<file path="src/rtl/l1_cache_ctrl.sv">
// l1_cache_ctrl: hit/miss controller and datapath glue for a direct-mapped,
// write-back, write-allocate L1 data cache (32 lines x 256 bit, 8 words/line).
// The tag and data arrays live outside this block as single-port SRAMs with a
// combinational read of row sram_index; writes commit on the clock edge.
// Optional feature: define L1_CACHE_STATS_EN to add hit_cnt/miss_cnt outputs.
module l1_cache_ctrl #(
  parameter int INDEX_W  = 5,
  parameter int OFFSET_W = 5,
  parameter int TAG_W    = 22
) (
  input  logic         clk,
  input  logic         rst,
  input  logic [31:0]  addr,
  input  logic         cs,
  input  logic         we,
  input  logic [31:0]  data_i,
  output logic [31:0]  data_o,
  output logic         stall,
  output logic [4:0]   sram_index,
  input  logic [23:0]  tag_rd,
  input  logic [255:0] line_rd,
  output logic         sram_cs,
  output logic         sram_we,
  output logic [23:0]  tag_wr,
  output logic [255:0] line_wr,
  output logic         mem_cs,
  output logic         mem_we,
  output logic [31:0]  mem_addr,
  output logic [255:0] mem_data_o,
  input  logic [255:0] mem_data_i,
  input  logic         mem_ack
`ifdef L1_CACHE_STATS_EN
  ,
  output logic [31:0]  hit_cnt,
  output logic [31:0]  miss_cnt
`endif
);

  localparam int LINES = 1 << INDEX_W;
  localparam int WORDS = 8;

  typedef enum logic [1:0] {
    S_IDLE      = 2'd0,
    S_WRITEBACK = 2'd1,
    S_ALLOCATE  = 2'd2
  } state_t;

  state_t             r_state;
  logic [LINES-1:0]   r_valid;

  logic [INDEX_W-1:0] w_index;
  logic [TAG_W-1:0]   w_tag;
  logic [2:0]         w_word;
  logic               w_valid;
  logic               w_dirty;
  logic               w_tag_match;
  logic               w_hit;
  logic [31:0]        w_rd_word;
  logic [255:0]       w_merge_line;
  logic               w_unused;

  // Address split; the valid bit comes from the internal vector because the
  // SRAM's stored valid bit is stale after a reset.
  assign w_index     = addr[OFFSET_W +: INDEX_W];
  assign w_tag       = addr[OFFSET_W+INDEX_W +: TAG_W];
  assign w_word      = addr[4:2];
  assign w_valid     = r_valid[w_index];
  assign w_dirty     = tag_rd[TAG_W];
  assign w_tag_match = (tag_rd[TAG_W-1:0] == w_tag);
  assign w_hit       = cs & w_valid & w_tag_match;
  assign sram_index  = w_index;
  assign w_unused    = ^{tag_rd[TAG_W+1], addr[1:0]};

  // 8-way read word select from the current SRAM line
  always_comb begin
    w_rd_word = 32'h0000_0000;
    case (w_word)
      3'd0:    w_rd_word = line_rd[31:0];
      3'd1:    w_rd_word = line_rd[63:32];
      3'd2:    w_rd_word = line_rd[95:64];
      3'd3:    w_rd_word = line_rd[127:96];
      3'd4:    w_rd_word = line_rd[159:128];
      3'd5:    w_rd_word = line_rd[191:160];
      3'd6:    w_rd_word = line_rd[223:192];
      3'd7:    w_rd_word = line_rd[255:224];
      default: w_rd_word = 32'h0000_0000;
    endcase
  end

  // 8-way write merge: replace the addressed word with the store data
  always_comb begin
    w_merge_line = line_rd;
    for (int k = 0; k < WORDS; k++) begin
      if (w_word == 3'(k)) begin
        w_merge_line[32*k +: 32] = data_i;
      end else begin
        w_merge_line[32*k +: 32] = line_rd[32*k +: 32];
      end
    end
  end

  // Output decode: CPU handshake, SRAM strobes and memory request per state
  always_comb begin
    data_o     = 32'h0000_0000;
    stall      = 1'b0;
    sram_cs    = 1'b0;
    sram_we    = 1'b0;
    tag_wr     = 24'h00_0000;
    line_wr    = 256'h0;
    mem_cs     = 1'b0;
    mem_we     = 1'b0;
    mem_addr   = 32'h0000_0000;
    mem_data_o = 256'h0;
    if (rst) begin
      stall = 1'b0;
    end else begin
      case (r_state)
        S_IDLE: begin
          if (cs) begin
            sram_cs = 1'b1;
            if (w_hit) begin
              if (we) begin
                sram_we = 1'b1;
                line_wr = w_merge_line;
                tag_wr  = {1'b1, 1'b1, w_tag};
              end else begin
                data_o = w_rd_word;
              end
            end else begin
              stall = 1'b1;
            end
          end else begin
            sram_cs = 1'b0;
          end
        end
        S_WRITEBACK: begin
          stall      = 1'b1;
          sram_cs    = 1'b1;
          mem_cs     = 1'b1;
          mem_we     = 1'b1;
          mem_addr   = {tag_rd[TAG_W-1:0], w_index, {OFFSET_W{1'b0}}};
          mem_data_o = line_rd;
        end
        S_ALLOCATE: begin
          stall    = 1'b1;
          mem_cs   = 1'b1;
          mem_we   = 1'b0;
          mem_addr = {addr[31:OFFSET_W], {OFFSET_W{1'b0}}};
          if (mem_ack) begin
            sram_cs = 1'b1;
            sram_we = 1'b1;
            line_wr = mem_data_i;
            tag_wr  = {1'b1, 1'b0, w_tag};
          end else begin
            sram_we = 1'b0;
          end
        end
        default: begin
          stall = 1'b0;
        end
      endcase
    end
  end

  // Miss FSM and per-line valid tracking; reset aborts any memory request
  always_ff @(posedge clk) begin
    if (rst) begin
      r_state <= S_IDLE;
      r_valid <= '0;
    end else begin
      case (r_state)
        S_IDLE: begin
          if (cs && !w_hit) begin
            r_state <= (w_valid && w_dirty) ? S_WRITEBACK : S_ALLOCATE;
          end
        end
        S_WRITEBACK: begin
          if (mem_ack) begin
            r_state <= S_ALLOCATE;
          end
        end
        S_ALLOCATE: begin
          if (mem_ack) begin
            r_state          <= S_IDLE;
            r_valid[w_index] <= 1'b1;
          end
        end
        default: begin
          r_state <= S_IDLE;
        end
      endcase
    end
  end

`ifdef L1_CACHE_STATS_EN
  logic r_refill;

  // Access statistics: the hit seen right after a refill belongs to the miss
  always_ff @(posedge clk) begin
    if (rst) begin
      hit_cnt  <= 32'h0000_0000;
      miss_cnt <= 32'h0000_0000;
      r_refill <= 1'b0;
    end else begin
      case (r_state)
        S_IDLE: begin
          if (cs && w_hit && !r_refill) begin
            hit_cnt <= hit_cnt + 32'h0000_0001;
          end
          if (cs && !w_hit) begin
            miss_cnt <= miss_cnt + 32'h0000_0001;
          end
          r_refill <= 1'b0;
        end
        S_ALLOCATE: begin
          if (mem_ack) begin
            r_refill <= 1'b1;
          end
        end
        default: begin
          r_refill <= r_refill;
        end
      endcase
    end
  end
`endif

endmodule

</file>
<file path="config.mk">
export PLATFORM = sky130hd
export DESIGN_NAME = l1_cache_ctrl
export DESIGN_NICKNAME = d
export VERILOG_FILES = /design/src/rtl/l1_cache_ctrl.sv
export SDC_FILE = /design/constraint.sdc
export NUM_CORES = 1
export LEC_CHECK = 0
export BUFFER_PORTS_ARGS = -buffer_cell sky130_fd_sc_hd__buf_2
export CAP_MARGIN = 20
export CORE_AREA = 2 2 467 469
export DETAILED_ROUTE_END_ITERATION = 10
export DIE_AREA = 0 0 469 471
export PLACE_DENSITY = 0.34
export RECOVER_POWER = 100
export SETUP_SLACK_MARGIN = 0.05
export SKIP_LAST_GASP = 1
export SYNTH_ARGS = -nofsm -noshare
export SYNTH_HDL_FRONTEND = slang
export SYNTH_SLANG_ARGS = --single-unit
</file>
<file path="constraint.sdc">
create_clock -name clk -period 3.2 [get_ports clk]
set_input_delay 0.64 -clock clk [delete_from_list [all_inputs] [get_ports clk]]
set_output_delay 0.64 -clock clk [all_outputs]
set_load 0.01 [all_outputs]
</file>
# [Yosys cells after proc, flatten, opt, wreduce, memory -nomap -nowiden]
# Cells that the tools add are included.
# W data, S select, Z words.
[totals] word_cells=85 mem_bits_rw=0 memories=0 romBits=0 inputBits=605 register_bits=34 latchBits=0
[classes] n_eq_ne=13 mux=56 div=0 n_mul=0 shifts=0 bitwise_logic=3 n_reduce_logical=9 order_cmp=2 add_sub_neg=0
[ops] cell="$mux W256" n=7
[ops] cell="$pmux W256 S2" n=1
[ops] cell="$mux W32" n=14
[ops] cell="$pmux W32 S8" n=1
[ops] cell="$mux W24" n=5
[ops] cell="$pmux W32 S2" n=1
[ops] cell="$pmux W24 S2" n=1
[ops] cell="$or A32 B32 Y32" n=1
[ops] cell="$eq A22 B22 Y1" n=1
[ops] cell="$mux W1" n=16
[ops] cell="$eq A3 B3 Y1 const B" n=4
[ops] cell="$mux W2" n=4
[ops] cell="$eq A3 B2 Y1 const B" n=2
[ops] cell="$lt A5 B6 Y1 const B" n=1
[ops] cell="$ne A2 B2 Y1 const B" n=3
[ops] cell="$pmux W2 S3" n=1
[ops] cell="$bmux W1 S5" n=1
[ops] cell="$demux W1 S5" n=1
[ops] cell="$ge A5 B1 Y1 const B" n=1
[ops] cell="$pmux W1 S2" n=2
[ops] cell="$eq A3 B1 Y1 const B" n=1
[ops] cell="$logic_and A1 B1 Y1" n=3
[ops] cell="$logic_not A3 Y1" n=1
[ops] cell="$pmux W1 S3" n=1
[ops] cell="other kinds (8)" n=9

# [Longest topological paths before layout]
# Gate-level depths: netlist (run 1).
[logic_depth] ltp_word=8 mapped_depth=11

# [Least setup slack after synthesis (run 1)]
# Ideal clock, no wire load.
[synth_timing] path_type="input-to-output" startpoint="input port addr[9]" endpoint="output port tag_wr[23]" t_arrival_ns=2.602 setup_slack_ns=-0.042 cell_stages=11 n_path_buf=5 cell_sequence="buf_2 buf_2 mux2i_1 nor4b_1 o41ai_1 nand4_2 nand3b_4 buf_12 buf_12 nand2_1 buf_4"
[synth_between] elab_chain_len=8
[synth_rtl] element="start, declared" line_no="13" rtl="input logic [31:0] addr,"
[synth_rtl] element="$bmux W1 S5" line_no="67" rtl="assign w_valid = r_valid[w_index];"
[synth_rtl] element="$mux W1 (implied by the code)" line_no="67"
[synth_rtl] element="$and A1 B1 Y1 (2 in series)" line_no="70" rtl="assign w_hit = cs & w_valid & w_tag_match;"
[synth_rtl] element="$mux W24" line_no="121" rtl="if (w_hit) begin"
[synth_rtl] element="$mux W24" line_no="119" rtl="if (cs) begin"
[synth_rtl] element="$pmux W24 S2" line_no="117" rtl="case (r_state)"
[synth_rtl] element="$mux W24" line_no="114" rtl="if (rst) begin"
[synth_rtl] element="end, declared" line_no="24" rtl="output logic [23:0] tag_wr,"
# Every way passes these cells. The select of a mux whose other input is x is not followed.

# [Worst setup path after layout (run 1)]
[layout_timing] startpoint="input port addr[12]" endpoint="output port line_wr[38]"
[layout_between] elab_chain_len=6
[layout_rtl] element="$eq A22 B22 Y1" line_no="69" rtl="assign w_tag_match = (tag_rd[TAG_W-1:0] == w_tag);"
[layout_rtl] element="$and A1 B1 Y1" line_no="70"
[layout_rtl] element="$mux W256" line_no="121"
[layout_rtl] element="$mux W256" line_no="119"
[layout_rtl] element="$pmux W256 S2" line_no="117"
[layout_rtl] element="$mux W256" line_no="114"
[layout_rtl] element="end, declared" line_no="25" rtl="output logic [255:0] line_wr,"
# Every way passes these cells.

==> results.py, run 1 <==
metrics = {
    "status": {
        "status": "complete, but fails checks",
        "violations": "setup timing",
    },
    "synthesis": {
        "syn_area_um2": 12800,
        "synth-seq-area-share_pct": 5.32,
        "avgSynthCellArea_um2": 6.81,
        "synth_flop_cell": "dfxtp_1",
        "ys_types": 57,
        "ys_warn_count": 0,
        "syn-instance-count": 1878,
        "ys_async_sr_fraction_pct": 0,
        "synth.ff_latch_count": 34,
        "synth_edf_count": 0,
    },
    "global_route": {
        "antenna_found_initial": 184,
        "grt.total_usage_pct": 19.0,
        "grt_pass1_vias": 20900,
        "grt_pass1_wl_um": 266000,
        "grt_max_degree": 79,
        "grt-ovfl-total": 0,
    },
    "detailed_routing": {
        "dr.pass1.iters": 5,
        "ant_nets": 0,
        "num_vias": 21700,
        "route.detailed.drc": 0,
        "drtIter0Drc": 1569,
        "via_per_inst": 3.56,
        "wire_per_inst_um": 36.7,
        "drt_wl_total_um": 224000,
    },
    "critical_path": {
        "startpoint_type": "input pin",
        "critPathKind": "input pin to primary output",
        "path_cells": "buf_2 > xnor2_2 > buf_4 > nand4_1 > or4_4 > nor3_4 > nand3b_4 > buf_12 > buf_16 > clkbuf_16 > o21ai_0 > buf_2",
        "r2r_setup_slack_ns": 0.28,
        "crit_path_end_kind": "primary output",
        "worstPathRequired_ns": 2.56,
        "cpPeakStageDelay_ns": 0.55,
        "crit_arrival_ns": 3.05,
        "cpMaxStageDelayCell": "or4_4",
        "timing.critical_path.mode_cell": "buf_2",
        "crit_fanout": 9,
    },
    "sta": {
        "fin_skew_ns": 0.00274,
        "setup-tns-final_ns": -117.46,
        "min_period_ns": 3.69,
        "tightest_slew_ns": 1.31,
        "setup_violations": 418,
        "post-route-period-util_pct": 115,
        "slew_viol_final": 0,
        "hold-worst-slack_ns": 0.466,
        "rsz0062_at_grt": "true",
        "finalHoldViolCount": 0,
        "max_slew_margin_pct": 12.4,
        "setup_ws_ns": -0.487,
        "max_freq_ghz": 0.271,
    },
    "die": {
        "io-pin-count": 1215,
        "initial_utilization_pct": 5.92,
        "die_y_um": 471,
        "fp.coreArea_um2": 216000,
        "die_w_um": 469,
        "fp-row-count": 171,
        "die_area_um2": 221000,
    },
    "final_layout": {
        "drive_gt1_share_pct": 56.8,
        "num-nets-final": 3771,
        "area_growth_pct": 112,
    },
    "worst_hold_path": {
        "hold_path_class": "flip-flop to flip-flop",
    },
    "placement": {
        "io_buffers": 1206,
        "hpwl_um": 193000,
        "place_congestion": 0.927,
    },
    "clock_tree": {
        "path_clk_slew_ns": 0.05,
        "clk_latency_ns": 0.28,
        "cts_sinks": 34,
        "cts-root-buf": "clkbuf_16",
        "cts_buffers": 5,
        "clock_path_buffers": 2,
        "cts_max_level": 2,
        "cts_tree": "done",
        "hold_buffers": 0,
    },
    "flow_run": {
        "cap_viol_max_count": 0,
    },
    "power_and_ir_drop": {
        "ir_drop_uv": 242,
        "powerDensity_nw_per_um2": 134,
        "p_leak_uw": 0.0122,
    },
}
-- worst max-delay path, delay by kind of cell --
kind / cells / cell delay (ns)
AO/OA/AOI/OAI: 1 / 0.16
AND/OR/NAND/NOR: 4 / 0.99
buffers and inverters: 6 / 1.04
XOR/XNOR: 1 / 0.11
-- flip-flops by register name, indices dropped and copies added (netlist names) --
| register | count |
|---|---|
| r_state | 2 |
| r_valid | 32 |
-- through the flow --
step | utilization [%] | setup WS, ns | total power, uW | area (um^2) | cells
after floorplan | - | 0.0505 | 1370 | 12800 | 1882
after global placement | 11.3 | -0.979 | 3050 | 24500 | 5973
after detailed placement | 11.3 | -0.955 | 3050 | 24500 | 5973
after CTS | 12.0 | -0.579 | 3620 | 26000 | 6000
after global routing | 12.5 | -0.536 | 3790 | 27000 | 6048
final | 12.5 | -0.487 | 3620 | 27100 | 6091
-- path summary, 6_finish.rpt --
path / startpoint / end / cells past startpoint
worst max register to register: r_state[0] / r_state[0] / 8
worst max-delay path: addr[12] / line_wr[38] / 12
worst min-delay path: r_valid[18] / r_valid[18] / 2
worst min register to register: r_valid[18] / r_valid[18] / 2
-- cell usage after synthesis (3+ instances only) --
master	instances	area, um^2
o21ai_2	199	1740
nor3_1	30	150
nand3_1	4	20.0
buf_4	12	90.1
a22o_1	6	52.6
and2_1	260	1630
nand2_1	291	1090
a21boi_2	6	67.6
dfxtp_1	34	681
inv_1	21	78.8
o21a_1	5	37.5
a221oi_1	3	26.3
buf_2	10	50.1
xnor2_1	22	193
a311oi_1	13	114
buf_12	22	440
nor2_1	121	454
nand4_1	10	62.6
a21boi_1	4	30.0
buf_1	38	143
clkbuf_2	6	30.0
a22oi_1	40	300
mux2_2	10	113
ha_1	4	50.1
nor3b_1	3	22.5
a21boi_0	18	135
nand2b_1	5	31.3
o211ai_1	9	67.6
o22ai_1	23	144
clkbuf_1	131	492
and3_1	3	18.8
nand3b_1	4	30.0
a21oi_1	100	500
mux2i_1	303	3030
o21ai_0	78	390
-- kinds of logic (layout without fill, tap and decap cells) --
kind of cell | Yosys count | in the layout | synth area share, %
flip-flops | 34 | 34 | 5.32
buffers and inverters | 242 | 1522 | 10.5
multiplexers | 313 | 313 | 24.6
AO/OA/AOI/OAI | 512 | 512 | 28.8
adder cells (fa/ha/maj) | 4 | 4 | 0.391
other | 1 | 80 | 0.0293
AND/OR/NAND/NOR | 750 | 750 | 28.8
XOR/XNOR | 22 | 22 | 1.51
-- cells in the final DEF, fill, tap and decap left out, types with 10 or more instances in the layout --
cell       instances
buf_2           1010
mux2i_1          302
nand2_1          289
and2_1           251
buf_4            211
o21ai_2          179
nor2_1           115
a21oi_1          100
buf_12            95
buf_6             78
diode_2           75
o21ai_4           47
a22oi_1           40
dfxtp_1           34
o21ai_0           32
clkbuf_2          31
clkbuf_1          29
buf_16            24
o22ai_1           22
inv_1             19
o21ai_1           19
nor3_4            18
a21boi_2          16
clkbuf_16         13
xnor2_2           12
mux2_2            10
xnor2_1           10
nand4_1           10
-- layout make-up --
cell class | count | area [um^2]
multi-input cells | 1606 | 11800
inverters | 21 | 81.3
well taps | 2854 | 3570
flip-flops and latches | 34 | 681
fillers | 25200 | 189000
clock inverters | 2 | 10.0
clock buffers | 5 | 125
diodes | 75 | 188
repair buffers | 1494 | 10600
-- what timing repair did --
action	CTS	global route
buffers inserted	4	7
resized for setup	247	153
setup endpoints to repair	313	313
pin swaps	89	71
gates cloned	16	9
-- report_power, final --
group          internal (uW)  total [uW]  leakage [uW]  switching, uW
clock                    281         474     0.0000699            193
combinational           1020        2710        0.0119           1700
sequential               428         433      0.000274           4.51
-- metal layers --
layer / routed length, um / share of wire (%) / vias up / GRT usage, %
li1: - / - / 9176 / -
met1: 78100 / 35 / 10500 / 19.9
met2: 104000 / 46 / 1544 / 31.9
met3: 33600 / 15 / 344 / 11.7
met4: 7210 / 3.2 / 126 / 4.81
met5: 847 / 0.38 / - / 0
Note: power is estimated with default switching activity, not from simulation.
==> inputs of run 2 (changes only) <==
--- a/config.mk
+++ b/config.mk
@@ -13,7 +13,6 @@
 export PLACE_DENSITY = 0.34
 export RECOVER_POWER = 100
 export SETUP_SLACK_MARGIN = 0.05
-export SKIP_LAST_GASP = 1
 export SYNTH_ARGS = -nofsm -noshare
 export SYNTH_HDL_FRONTEND = slang
 export SYNTH_SLANG_ARGS = --single-unit
==> run 2 against run 1 <==
Effect of this change: the flow still finishes with violations (setup timing); non-clock buffer count is 6 lower; power is 0.34% higher; register-to-register slack better by 0.05 ns; critical endpoint is now line_wr[142]; clock skew is 0.00053 ns higher; global-route usage hardly changed; fmax hardly changed; highest routed layer unchanged; wire length is 0.28% lower; utilization hardly changed; combinational power hardly changed; clock power hardly changed; largest power group unchanged; die area stayed put.
==> results.py, run 2 (same netlist as run 1, synthesis figures left out) <==
metrics = {
    "status": {
        "status": "complete, but fails checks",
        "violations": "setup timing",
    },
    "critical_path": {
        "crit_fanout": 14,
        "reg2reg_from": "r_state[0]",
        "crit_path_end": "line_wr[142]",
        "path_cells": "buf_8 > xnor2_2 > buf_4 > nand4_1 > or4_4 > nor3_4 > nand3b_4 > buf_12 > buf_16 > buf_12 > o21ai_4 > buf_6",
        "r2r_cells": 8,
        "worstPathRequired_ns": 2.56,
        "critPathTopFamily": "simple AND/OR/NAND/NOR gates",
        "worst-path-stages": 12,
        "cp-startpoint": "tag_rd[6]",
        "critPathKind": "input pin to primary output",
        "path_buf_inv": 6,
        "startpoint_type": "input pin",
        "cpMaxStageDelayCell": "or4_4",
        "crit_arrival_ns": 3.05,
        "rr_endpoint": "r_state[0]",
        "r2r_setup_slack_ns": 0.33,
        "crit_path_end_kind": "primary output",
        "timing.critical_path.mode_cell": "buf_12",
        "cpPeakStageDelay_ns": 0.55,
    },
    "final_layout": {
        "regMostFlops": "r_valid",
        "stdcell_area_um2": 27100,
        "reg_top3": "r_valid: 32 flops, r_state: 2 flops",
        "area_growth_pct": 112,
        "final_common_cell": "buf_2",
        "drive_gt1_share_pct": 57.1,
        "largest_reg_flops": 32,
        "final_util_pct": 12.6,
        "fin_cells": 6085,
        "mostFrequentLayoutCells": "buf_2, mux2i_1, nand2_1",
        "num-nets-final": 3765,
    },
    "sta": {
        "post-route-period-util_pct": 115,
        "slew_viol_final": 0,
        "tightest_slew_ns": 1.29,
        "setup_ws_ns": -0.489,
        "max_slew_margin_pct": 14.3,
        "rsz0062_at_grt": "true",
        "min_period_ns": 3.69,
        "fin_skew_ns": 0.00326,
        "finalHoldViolCount": 0,
        "setup_violations": 416,
        "max_freq_ghz": 0.271,
    },
    "detailed_routing": {
        "drtIter0Drc": 1432,
        "wire_per_inst_um": 36.6,
        "ant_nets": 0,
        "dr.pass1.iters": 6,
        "num_vias": 21700,
        "route.detailed.drc": 0,
        "via_per_inst": 3.57,
        "drt_wl_total_um": 223000,
    },
    "clock_tree": {
        "clk_latency_ns": 0.28,
        "clock_path_buffers": 2,
        "cts_tree": "done",
        "hold_buffers": 0,
        "cts-root-buf": "clkbuf_16",
        "path_clk_slew_ns": 0.05,
        "cts_buffers": 5,
        "cts_sinks": 34,
        "cts_max_level": 2,
    },
    "power_and_ir_drop": {
        "design_power_total_uw": 3630,
        "p_leak_uw": 0.0122,
        "powerDensity_nw_per_um2": 134,
        "ir_drop_uv": 242,
    },
    "placement": {
        "place_area_um2": 24500,
        "hpwl_um": 193000,
        "place_congestion": 0.927,
        "io_buffers": 1206,
        "dp_cells": 5973,
    },
    "flow_run": {
        "cap_viol_max_count": 0,
    },
    "die": {
        "io-pin-count": 1215,
        "fp.coreArea_um2": 216000,
        "die_y_um": 471,
        "fp-row-count": 171,
        "initial_utilization_pct": 5.92,
        "die_w_um": 469,
        "die_area_um2": 221000,
    },
    "global_route": {
        "grt_pass1_wl_um": 266000,
        "grt_pass1_vias": 20900,
        "grt.total_usage_pct": 19.1,
        "grt-ovfl-total": 0,
        "antenna_found_initial": 188,
        "grt_max_degree": 79,
    },
    "worst_hold_path": {
        "hold_path_class": "flip-flop to flip-flop",
    },
}
[run 2: cell types whose count changed in the layout (fill, tap and decap cells not counted), moves of 3 or more]
cell and delta:
o21ai_2 +14, buf_6 +27, a21boi_2 +4, o21ai_4 -3, a21boi_0 -3, o21ai_1 -3
nor3_1 +3, o21ai_0 -8, buf_2 -15, buf_4 -15
[run 2: how the worst min path moves through the flow]
stage,cells past startpoint,start,endpoint
detailed placement,2,r_valid[31],r_valid[31]
CTS,2,r_valid[18],r_valid[18]
global route,2,r_valid[23],r_valid[23]
global placement,2,r_valid[23],r_valid[23]
finish,2,r_valid[18],r_valid[18]
floorplan,2,r_valid[11],r_valid[11]
[run 2: layout make-up]
cell class,count,area (um^2)
Multi-Input combinational cell,1606,11800
Sequential cell,34,681
Antenna cell,75,188
Inverter,21,81.3
Timing Repair Buffer,1488,10700
Fill cell,25200,189000
Tap cell,2854,3570
Clock buffer,5,125
Clock inverter,2,10.0
[run 2: metrics by stage]
| stage | TNS, ns | hold slack, ns | setup slack [ns] |
|---|---|---|---|
| 4_1_cts | -148.85 | 0.471 | -0.577 |
| 2_1_floorplan | 0 | 0.431 | 0.0505 |
| 3_5_place_dp | -175.99 | 0.460 | -0.955 |
| 5_1_grt | -182.57 | 0.494 | -0.529 |
| 3_3_place_gp | -173.03 | 0.449 | -0.979 |
| 6_report | -119.97 | 0.467 | -0.489 |
[run 2: worst register-to-register path, cell delays in order (launching register included)]
cell,delay (ns)
dfxtp_1,0.46
inv_1,0.11
ha_1,0.22
clkbuf_1,0.52
nor2_1,0.42
nor2_1,0.16
or2_2,0.30
or4b_1,0.50
a21oi_1,0.12
[run 2: report_power, final]
group / switching (uW) / leakage (uW) / total, uW / internal, uW
Combinational: 1700 / 0.0119 / 2720 / 1020
Sequential: 4.56 / 0.000274 / 433 / 428
Clock: 195 / 0.0000699 / 476 / 281
Total: 1900 / 0.0122 / 3630 / 1730
[run 2: per-layer routing]
metal | track usage (%) | routed length, um
met1 | 19.8 | 78400
met3 | 11.8 | 32900
met2 | 32.0 | 104000
met5 | 0 | 893
met4 | 4.88 | 6870
[run 2: repair_timing]
action	in CTS	in global routing
gates cloned	16	7
pin swaps	100	60
setup buffers	4	4
gates resized for setup	306	148
setup endpoints to repair	313	313
